===== src/rtl/tproc_isa_pkg.sv =====
// Instruction-set constants, instruction word layout and decode FSM states shared by the
// instruction queue/decoder.
package tproc_isa_pkg;

  localparam logic [7:0] OP_NOP  = 8'h00;
  localparam logic [7:0] OP_LOAD = 8'h04;
  localparam logic [7:0] OP_CONV = 8'h81;
  localparam logic [7:0] OP_END  = 8'hFF;

  localparam int unsigned OPCODE_LSB = 56;
  localparam int unsigned FTYPE_LSB  = 48;
  localparam int unsigned SADDR_LSB  = 32;
  localparam int unsigned DADDR_LSB  = 16;
  localparam int unsigned MEMSEL_LSB = 8;

  typedef struct packed {
    logic [7:0]  opcode;
    logic [7:0]  ftype;
    logic [15:0] saddr;
    logic [15:0] daddr;
    logic [7:0]  memsel;
    logic [7:0]  unused;
  } instr_t;

  typedef enum logic [2:0] {
    StIdle,
    StFetch,
    StDecode,
    StIssue,
    StWait,
    StDone
  } dec_state_e;

  function automatic logic is_known_op(input logic [7:0] op);
    return (op == OP_NOP) || (op == OP_LOAD) || (op == OP_CONV) || (op == OP_END);
  endfunction

endpackage


===== src/rtl/instr_sync_fifo.sv =====
// Synchronous instruction FIFO: power-of-two depth, writes while full are dropped and
// flagged, reads while empty are ignored.
module instr_sync_fifo #(
  parameter int unsigned WIDTH = 64,
  parameter int unsigned DEPTH = 16,
  parameter int unsigned AW    = 4
) (
  input  logic             clk,
  input  logic             rst,
  input  logic             wr_en,
  input  logic [WIDTH-1:0] wr_data,
  input  logic             rd_en,
  output logic [WIDTH-1:0] rd_data,
  output logic             full,
  output logic             empty,
  output logic [AW:0]      count,
  output logic             wr_drop
);

  localparam logic [AW:0] FullCount = (AW + 1)'(DEPTH);

  logic [WIDTH-1:0] mem [DEPTH];
  logic [AW-1:0]    wr_ptr_q, rd_ptr_q;
  logic [AW:0]      count_q;
  logic             do_wr, do_rd;

  assign full    = (count_q == FullCount);
  assign empty   = (count_q == '0);
  assign count   = count_q;
  assign do_wr   = wr_en & ~full;
  assign do_rd   = rd_en & ~empty;
  assign wr_drop = wr_en & full;
  assign rd_data = mem[rd_ptr_q];

  // Storage is not reset; pointer reset alone flushes the queue.
  always_ff @(posedge clk) begin
    if (do_wr) begin
      mem[wr_ptr_q] <= wr_data;
    end
  end

  always_ff @(posedge clk) begin
    if (rst) begin
      wr_ptr_q <= '0;
      rd_ptr_q <= '0;
      count_q  <= '0;
    end else begin
      if (do_wr) wr_ptr_q <= wr_ptr_q + AW'(1);
      if (do_rd) rd_ptr_q <= rd_ptr_q + AW'(1);
      unique case ({do_wr, do_rd})
        2'b10:   count_q <= count_q + (AW + 1)'(1);
        2'b01:   count_q <= count_q - (AW + 1)'(1);
        default: count_q <= count_q;
      endcase
    end
  end

endmodule


===== src/rtl/instr_decode.sv =====
// Instruction queue + in-order decoder dispatching LOAD/CONV over valid/ready, one command
// in flight. Define DECODE_ERR_CNT_EN to add the saturating err_cnt output.
module instr_decode
  import tproc_isa_pkg::*;
#(
  parameter int unsigned FIFO_DEPTH = 16,
  parameter int unsigned FIFO_AW    = 4
) (
  input  logic        clk,
  input  logic        rst,
  input  logic        start,
  input  logic [63:0] in_instr,
  input  logic        in_instr_valid,
  output logic        fifo_full,
  output logic        fifo_empty,
  output logic        fetcher_enable,
  output logic [7:0]  op_ftype,
  output logic [15:0] op_saddr,
  output logic [15:0] op_daddr,
  output logic [7:0]  op_memsel,
  output logic        ld_valid,
  input  logic        ld_ready,
  input  logic        ld_done,
  output logic        cv_valid,
  input  logic        cv_ready,
  input  logic        cv_done,
  output logic        busy,
  output logic        prog_done,
  output logic        illegal_instr
`ifdef DECODE_ERR_CNT_EN
  ,
  output logic [15:0] err_cnt
`endif
);

  dec_state_e       state_q, state_d;
  instr_t           instr_q;
  logic [63:0]      fifo_rdata;
  logic             fifo_pop, fifo_drop;
  logic [FIFO_AW:0] fifo_count_unused;
  logic [7:0]       instr_unused;
  logic             is_load, is_conv;

  assign fifo_pop = (state_q == StFetch) && !fifo_empty;

  instr_sync_fifo #(
    .WIDTH (64),
    .DEPTH (FIFO_DEPTH),
    .AW    (FIFO_AW)
  ) u_fifo (
    .clk     (clk),
    .rst     (rst),
    .wr_en   (in_instr_valid),
    .wr_data (in_instr),
    .rd_en   (fifo_pop),
    .rd_data (fifo_rdata),
    .full    (fifo_full),
    .empty   (fifo_empty),
    .count   (fifo_count_unused),
    .wr_drop (fifo_drop)
  );

  // instr_q only changes on a pop, so op_* stay stable through ISSUE and WAIT.
  always_ff @(posedge clk) begin
    if (rst) begin
      instr_q <= '0;
    end else if (fifo_pop) begin
      instr_q <= instr_t'(fifo_rdata);
    end
  end

  assign is_load      = (instr_q.opcode == OP_LOAD);
  assign is_conv      = (instr_q.opcode == OP_CONV);
  assign op_ftype     = instr_q.ftype;
  assign op_saddr     = instr_q.saddr;
  assign op_daddr     = instr_q.daddr;
  assign op_memsel    = instr_q.memsel;
  assign instr_unused = instr_q.unused;

  always_ff @(posedge clk) begin
    if (rst) begin
      state_q <= StIdle;
    end else begin
      state_q <= state_d;
    end
  end

  always_comb begin
    state_d = state_q;
    unique case (state_q)
      StIdle: begin
        if (start) state_d = StFetch;
      end
      StFetch: begin
        if (!fifo_empty) state_d = StDecode;
      end
      StDecode: begin
        unique case (instr_q.opcode)
          OP_LOAD, OP_CONV: state_d = StIssue;
          OP_END:           state_d = StDone;
          default:          state_d = StFetch;
        endcase
      end
      StIssue: begin
        if ((is_load && ld_ready) || (is_conv && cv_ready)) state_d = StWait;
      end
      StWait: begin
        // Only the done of the unit that owns the command retires it.
        if ((is_load && ld_done) || (is_conv && cv_done)) state_d = StFetch;
      end
      StDone: begin
        if (start) state_d = StFetch;
      end
      default: state_d = StIdle;
    endcase
  end

  always_comb begin
    ld_valid      = 1'b0;
    cv_valid      = 1'b0;
    illegal_instr = 1'b0;
    prog_done     = 1'b0;
    unique case (state_q)
      StIssue: begin
        ld_valid = is_load;
        cv_valid = is_conv;
      end
      StDecode: illegal_instr = !is_known_op(instr_q.opcode);
      StDone:   prog_done = 1'b1;
      default: ;
    endcase
    busy           = (state_q != StIdle) && (state_q != StDone);
    fetcher_enable = busy;
  end

`ifdef DECODE_ERR_CNT_EN
  logic [15:0] err_cnt_q;
  logic [1:0]  err_inc;
  logic [16:0] err_sum;

  // An illegal decode and an overflow drop can land in the same cycle.
  always_comb begin
    err_inc = {1'b0, illegal_instr} + {1'b0, fifo_drop};
    err_sum = {1'b0, err_cnt_q} + {15'b0, err_inc};
  end

  always_ff @(posedge clk) begin
    if (rst) begin
      err_cnt_q <= '0;
    end else begin
      err_cnt_q <= err_sum[16] ? 16'hFFFF : err_sum[15:0];
    end
  end

  assign err_cnt = err_cnt_q;
`else
  logic drop_unused;
  assign drop_unused = fifo_drop;
`endif

endmodule

===== config.mk =====
export PLATFORM = sky130hd
export DESIGN_NAME = instr_decode
export DESIGN_NICKNAME = d
export VERILOG_FILES = /design/src/rtl/tproc_isa_pkg.sv /design/src/rtl/instr_sync_fifo.sv /design/src/rtl/instr_decode.sv
export SDC_FILE = /design/constraint.sdc
export NUM_CORES = 1
export LEC_CHECK = 0
export CORE_MARGIN = 5
export CORE_UTILIZATION = 31
export CTS_CLUSTER_DIAMETER = 60
export DETAILED_ROUTE_END_ITERATION = 10
export PLACE_DENSITY = 0.45
export SYNTH_ARGS = -nofsm -noshare
export SYNTH_HDL_FRONTEND = slang
export SYNTH_SLANG_ARGS = --single-unit

===== constraint.sdc =====
create_clock -name clk -period 5.5 [get_ports clk]
set_input_delay 0.55 -clock clk [delete_from_list [all_inputs] [get_ports clk]]
set_output_delay 0.55 -clock clk [all_outputs]
set_load 0.01 [all_outputs]

; Yosys cells after proc, flatten, opt, wreduce, memory -nomap -nowiden
; Memory sizes are Yosys's and may differ from the RTL's. A register that Yosys moved wholly into a read port is not among the register bits.
; Index checks and enable logic that the tools add are counted.
[op_classes]
addsub = 4
n_eq_ne = 16
n_mux = 13
bitwise = 4
reduce_logical = 21
[ops]
columns = op, count
row1 = "8-bit equality test, second input constant", 2
row2 = 3-bit one-hot mux with 5 select lines, 1
row3 = 3-bit two-way mux, 4
row4 = 5-bit one-hot mux with 2 select lines, 1
row5 = "4-bit by 1-bit adder with 4-bit output, second input constant", 2
row6 = "8-bit by 3-bit equality test with 1-bit output, second input constant", 1
row7 = 8-bit zero test, 1
row8 = "3-bit by 2-bit equality test with 1-bit output, second input constant", 2
row9 = "3-bit equality test, second input constant", 2
row10 = 1-bit logical AND, 6
row11 = 1-bit two-way mux, 6
row12 = "2-bit != test, second input constant", 3
row13 = 3-bit one-hot mux with 2 select lines, 1
row14 = "5-bit by 1-bit adder with 5-bit output, second input constant", 1
row15 = "5-bit equality test, second input constant", 1
row16 = 5-bit zero test, 1
row17 = 1-bit logical OR, 5
row18 = "5-bit by 1-bit subtractor with 5-bit output, second input constant", 1
row19 = 4-bit AND reduction, 1
row20 = 2-bit OR reduction, 2
row21 = "3-bit by 1-bit equality test with 1-bit output, second input constant", 1
row22 = 3-bit zero test, 1
row23 = "3-bit != test, second input constant", 1
row24 = 3-bit nonzero test, 1
row25 = 7 further kinds, 10
[word_totals]
regBits = 16
ramBits = 1024
out_inout_bits = 56
n_memories = 1
[mem_list]
columns = memory, depth, word_bits, read_ports, rd_ports_with_merged_regs, write_ports, line
row1 = u_fifo.mem, 16, 64, 1, 1, 1, instr_sync_fifo.sv:22  ; logic [WIDTH-1:0] mem [DEPTH];

; Longest topological paths before layout
[depth]
ltp_word = 6
depth_mapped = 13
ltp_nobuf = 11

; Modules after synthesis
; Synthesis repeated with hierarchy kept, for this count alone.
[hier_totals]
cells_unflattened = 2040
area_unflattened_um2 = 41942.7
[by_module_without_submodules]
columns = module, n_inst, cells_per_inst, area_per_inst_um2, seq_area_each_um2
row1 = instr_sync_fifo, 1, 1689, 39253.9, 31089.8
row2 = instr_decode, 1, 351, 2688.8, 1181.1

; Worst setup path after synthesis
; OpenSTA, ideal clock, no wires.
[synth_timing]
kind = input to register
startpoint = input port in_instr_valid
endpoint = memory u_fifo.mem[3][10] (enable)
setup_time_ns = 0.538
t_arrival_ns = 5.044
required_ns = 4.962
path_slack_ns = -0.083
stages = 3
path_buffers = 0
path_cell_list = a21boi_1 > nand2_1 > nor3_1
[synth_via]
elab_chain_cells = 3
[synth_lines]
columns = item, line
row1 = from (decl), instr_decode.sv:13  ; input logic in_instr_valid,
row2 = 1-bit AND, instr_sync_fifo.sv:30  ; assign do_wr = wr_en & ~full;
row3 = 1-bit two-way mux, instr_sync_fifo.sv:37  ; if (do_wr) begin
row4 = 1-bit two-way mux (not written as such), instr_sync_fifo.sv:38  ; mem[wr_ptr_q] <= wr_data;
row5 = to (decl), instr_sync_fifo.sv:22
; No other way between the ends.

; Worst setup path in the final report
[layout_timing]
startpoint = register, netlist name instr_q[59]
endpoint = output port cv_valid
[layout_via]
elab_chain_cells = 2
[layout_lines]
columns = item, line
row1 = 8-bit equality test, instr_decode.sv:73  ; assign is_conv = (instr_q.opcode == OP_CONV);
row2 = 1-bit two-way mux, instr_decode.sv:123  ; unique case (state_q)
row3 = to (decl), instr_decode.sv:24  ; output logic cv_valid,
; No other way between the ends.

==> run summary <==
setup bufs post-CTS -> 0
DR WL/cell -> 25.1 um
Ports -> 128
min-delay src -> op_memsel[1]
CTS buffer count -> 110
core area -> 0.118 mm^2
Num Clock Sinks -> 968
crit path cell chain -> nor3_1 > nand2_1 > nor4_1 > clkdlybuf4s50_1
Die Width -> 355 um
CP top delay family -> simple AND/OR/NAND/NOR gates
top-count cell post-synth -> edfxtp_1
clock slew at reported path FFs -> 0.06 ns
synthesis-to-finish area growth -> 17.8%
Final Core Density -> 0.368
maxcap violations -> 0
Top FF cell, synth -> edfxtp_1
hold path depth -> 1
first-pass GRT wire length -> 128000 um
sequential-to-total area share from yosys stat -> 0.769
Synthesis Warnings -> 0
CTS tree -> built
required time of the critical path -> 4.95 ns
Final Hold Fails -> 0
full die area -> 0.126 mm^2
Cells after Synth -> 1705
DRT iter0 DRCs -> 1161
Netlist Area Pre-Place -> 0.0369 mm^2
Layout Nets -> 1913
Final min period -> 3.46 ns
share of layout cells above drive strength 1 -> 0.236
placer congestion estimate -> 0.707
synth top area cells -> edfxtp_1 (73%), mux4_2 (14%), dfxtp_1 (3.9%), mux2i_1 (1.6%), a22o_1 (1.3%)
unrepaired setup endpoints after global routing -> no
syn_area_per_cell -> 21.6 um^2
Via Count -> 17000
crit path kind -> reg2out
drt total wl -> 86900 um
DR DRC count -> 0
Initial Utilization -> 0.312
grt ovf -> 0
f_max -> 289 MHz
nature of the critical path endpoint -> output port
Yosys top cell by area -> edfxtp_1
fin crit share -> 0.630
CP arrival -> 2.91 ns
crit path launch -> instr_q[59]
num rows -> 126
Die Ht -> 355 um
Hold Buf Count CTS -> 0
Clock Skews -> 0.0177 ns
Final Max Slew Viols -> 0
number of flops mapped to enable cells by yosys -> 896
Netlist cell types -> 48
Pre-antenna DRT Iters -> 5
CP Depth -> 4
Vias/cell -> 4.91
antenna violations before repair -> 7
R2R cell count -> 10
# setup viols final -> 0
Reg-to-Reg Start -> state_q[0]
run status -> complete, no violations
remaining antenna violation count -> 0
Worst-Skew Late Latency -> 0.66 ns
setup TNS -> 0 ns
Largest stage delay, worst path -> 0.65 ns
clk root buf -> clkbuf_16
Synth top area share -> 0.730
Tightest Hold Check Type -> reg2reg
vias in the first global route -> 18600
Max-slew headroom -> 0.264
H-tree Lvls -> 3
largest net degree at the start of global routing -> 62
pwr dens -> 420 mW/mm^2
number of buffers added on ports -> 119
crit path buf inv count -> 1
critical path launch point type -> register
slew of the pin with the lowest slew margin -> 1.10 ns
CP max-delay cell -> nor3_1
Leakage -> 13.0 nW
post-synthesis net count -> 1785
clk buf depth -> 3
HPWL after detailed placement -> 43900 um
Max IR drop VDD -> 0.260 mV
Synth async-reset ratio -> 0
Critical Path Fanout Max -> 5
GRT Util Overall -> 0.137
Seq cells post-synth -> 968
FILL cells -> 10700
Gates resized, CTS repair -> 0
Synth top cells by count -> edfxtp_1 (896), mux4_2 (224), dfxtp_1 (72), o21ai_0 (61), mux2i_1 (60)
report_power, final:
part	switching, mW	internal, mW	total, mW	leakage, nW
Combinational	1.24	1.37	2.61	2.59
Clock	2.89	4.21	7.09	1.73
Sequential	0.227	8.30	8.53	8.68
final cells by class:
cell class / count / area (um^2) / share of cell area
clock inverter: 65 / 553 / 0.0127
multi-input combinational: 585 / 7860 / 0.181
sequential: 968 / 28400 / 0.653
timing repair buffer: 161 / 1720 / 0.0396
antenna: 4 / 10.0 / 0.000230
tap: 1536 / 1920 / 0.0442
inverter: 7 / 26.3 / 0.000605
clock buffer: 143 / 2990 / 0.0688
placed cells by master (no fill, tap or decap), types with 5 or more instances in the layout:
cell type          n
a22o_1            56
nor2_4            13
nand2b_1           6
inv_1              7
clkinv_1          25
nand2_1           12
clkbuf_1          25
xor2_1             8
ha_1               8
mux4_2           224
clkbuf_16        113
bufinv_16          8
edfxtp_1         896
mux2i_1           60
clkbuf_8           5
nor2_1            21
dfxtp_1           68
a22oi_1           57
buf_4             25
buf_12            17
o21ai_0           61
clkdlybuf4s50_1  119
clkinv_2          20
state kept, by name, summed over array words and instances (netlist names):
| register | count |
|---|---|
| op_ftype | 8 |
| op_memsel | 8 |
| state_q | 3 |
| u_fifo.count | 5 |
| u_fifo.mem | 896 |
| instr_q | 8 |
| u_fifo.rd_ptr_q | 4 |
| op_daddr | 16 |
| u_fifo.wr_ptr_q | 4 |
| op_saddr | 16 |
cell families (layout without fill, tap and decap cells):
| logic type | after synthesis | in the layout | share of synthesized area |
|---|---|---|---|
| AOI/OAI and AO/OA | 193 | 193 | 0.0375 |
| xor gates and xnor gates | 10 | 10 | 0.00238 |
| adders and majority gates | 8 | 8 | 0.00271 |
| buffers and inverters | 152 | 376 | 0.0222 |
| DFF | 968 | 968 | 0.769 |
| muxes | 286 | 286 | 0.154 |
| other | 0 | 4 | 0 |
| and+or+nand+nor | 88 | 88 | 0.0127 |
stage by stage:
stage                     hold WS, ns  instance area, um^2  power, mW  setup WS, ns  cells
after floorplan                 0.443                36900       10.6          1.42   1705
after global placement          0.463                39900       11.3          1.79   3257
after detailed placement        0.466                39900       11.4          1.80   3257
after CTS                       0.484                43400       18.6          2.03   3465
after global routing            0.491                43400       19.1          1.86   3465
final                           0.481                43400       18.2          2.04   3469
path summary, 6_finish.rpt:
check / slack, ns / endpoint
setup / recovery: 2.04 / cv_valid
hold / removal: 0.48 / op_memsel[1]
setup reg to reg: 2.15 / u_fifo.count[4]
hold reg to reg: 0.48 / op_memsel[1]
layer usage:
metal / routed length, um / GRT usage
met5: 13 / 0
met4: 1450 / 0.0341
met3: 4250 / 0.0284
met2: 42800 / 0.229
met1: 38400 / 0.185
Power figures use the tool's default switching activity.
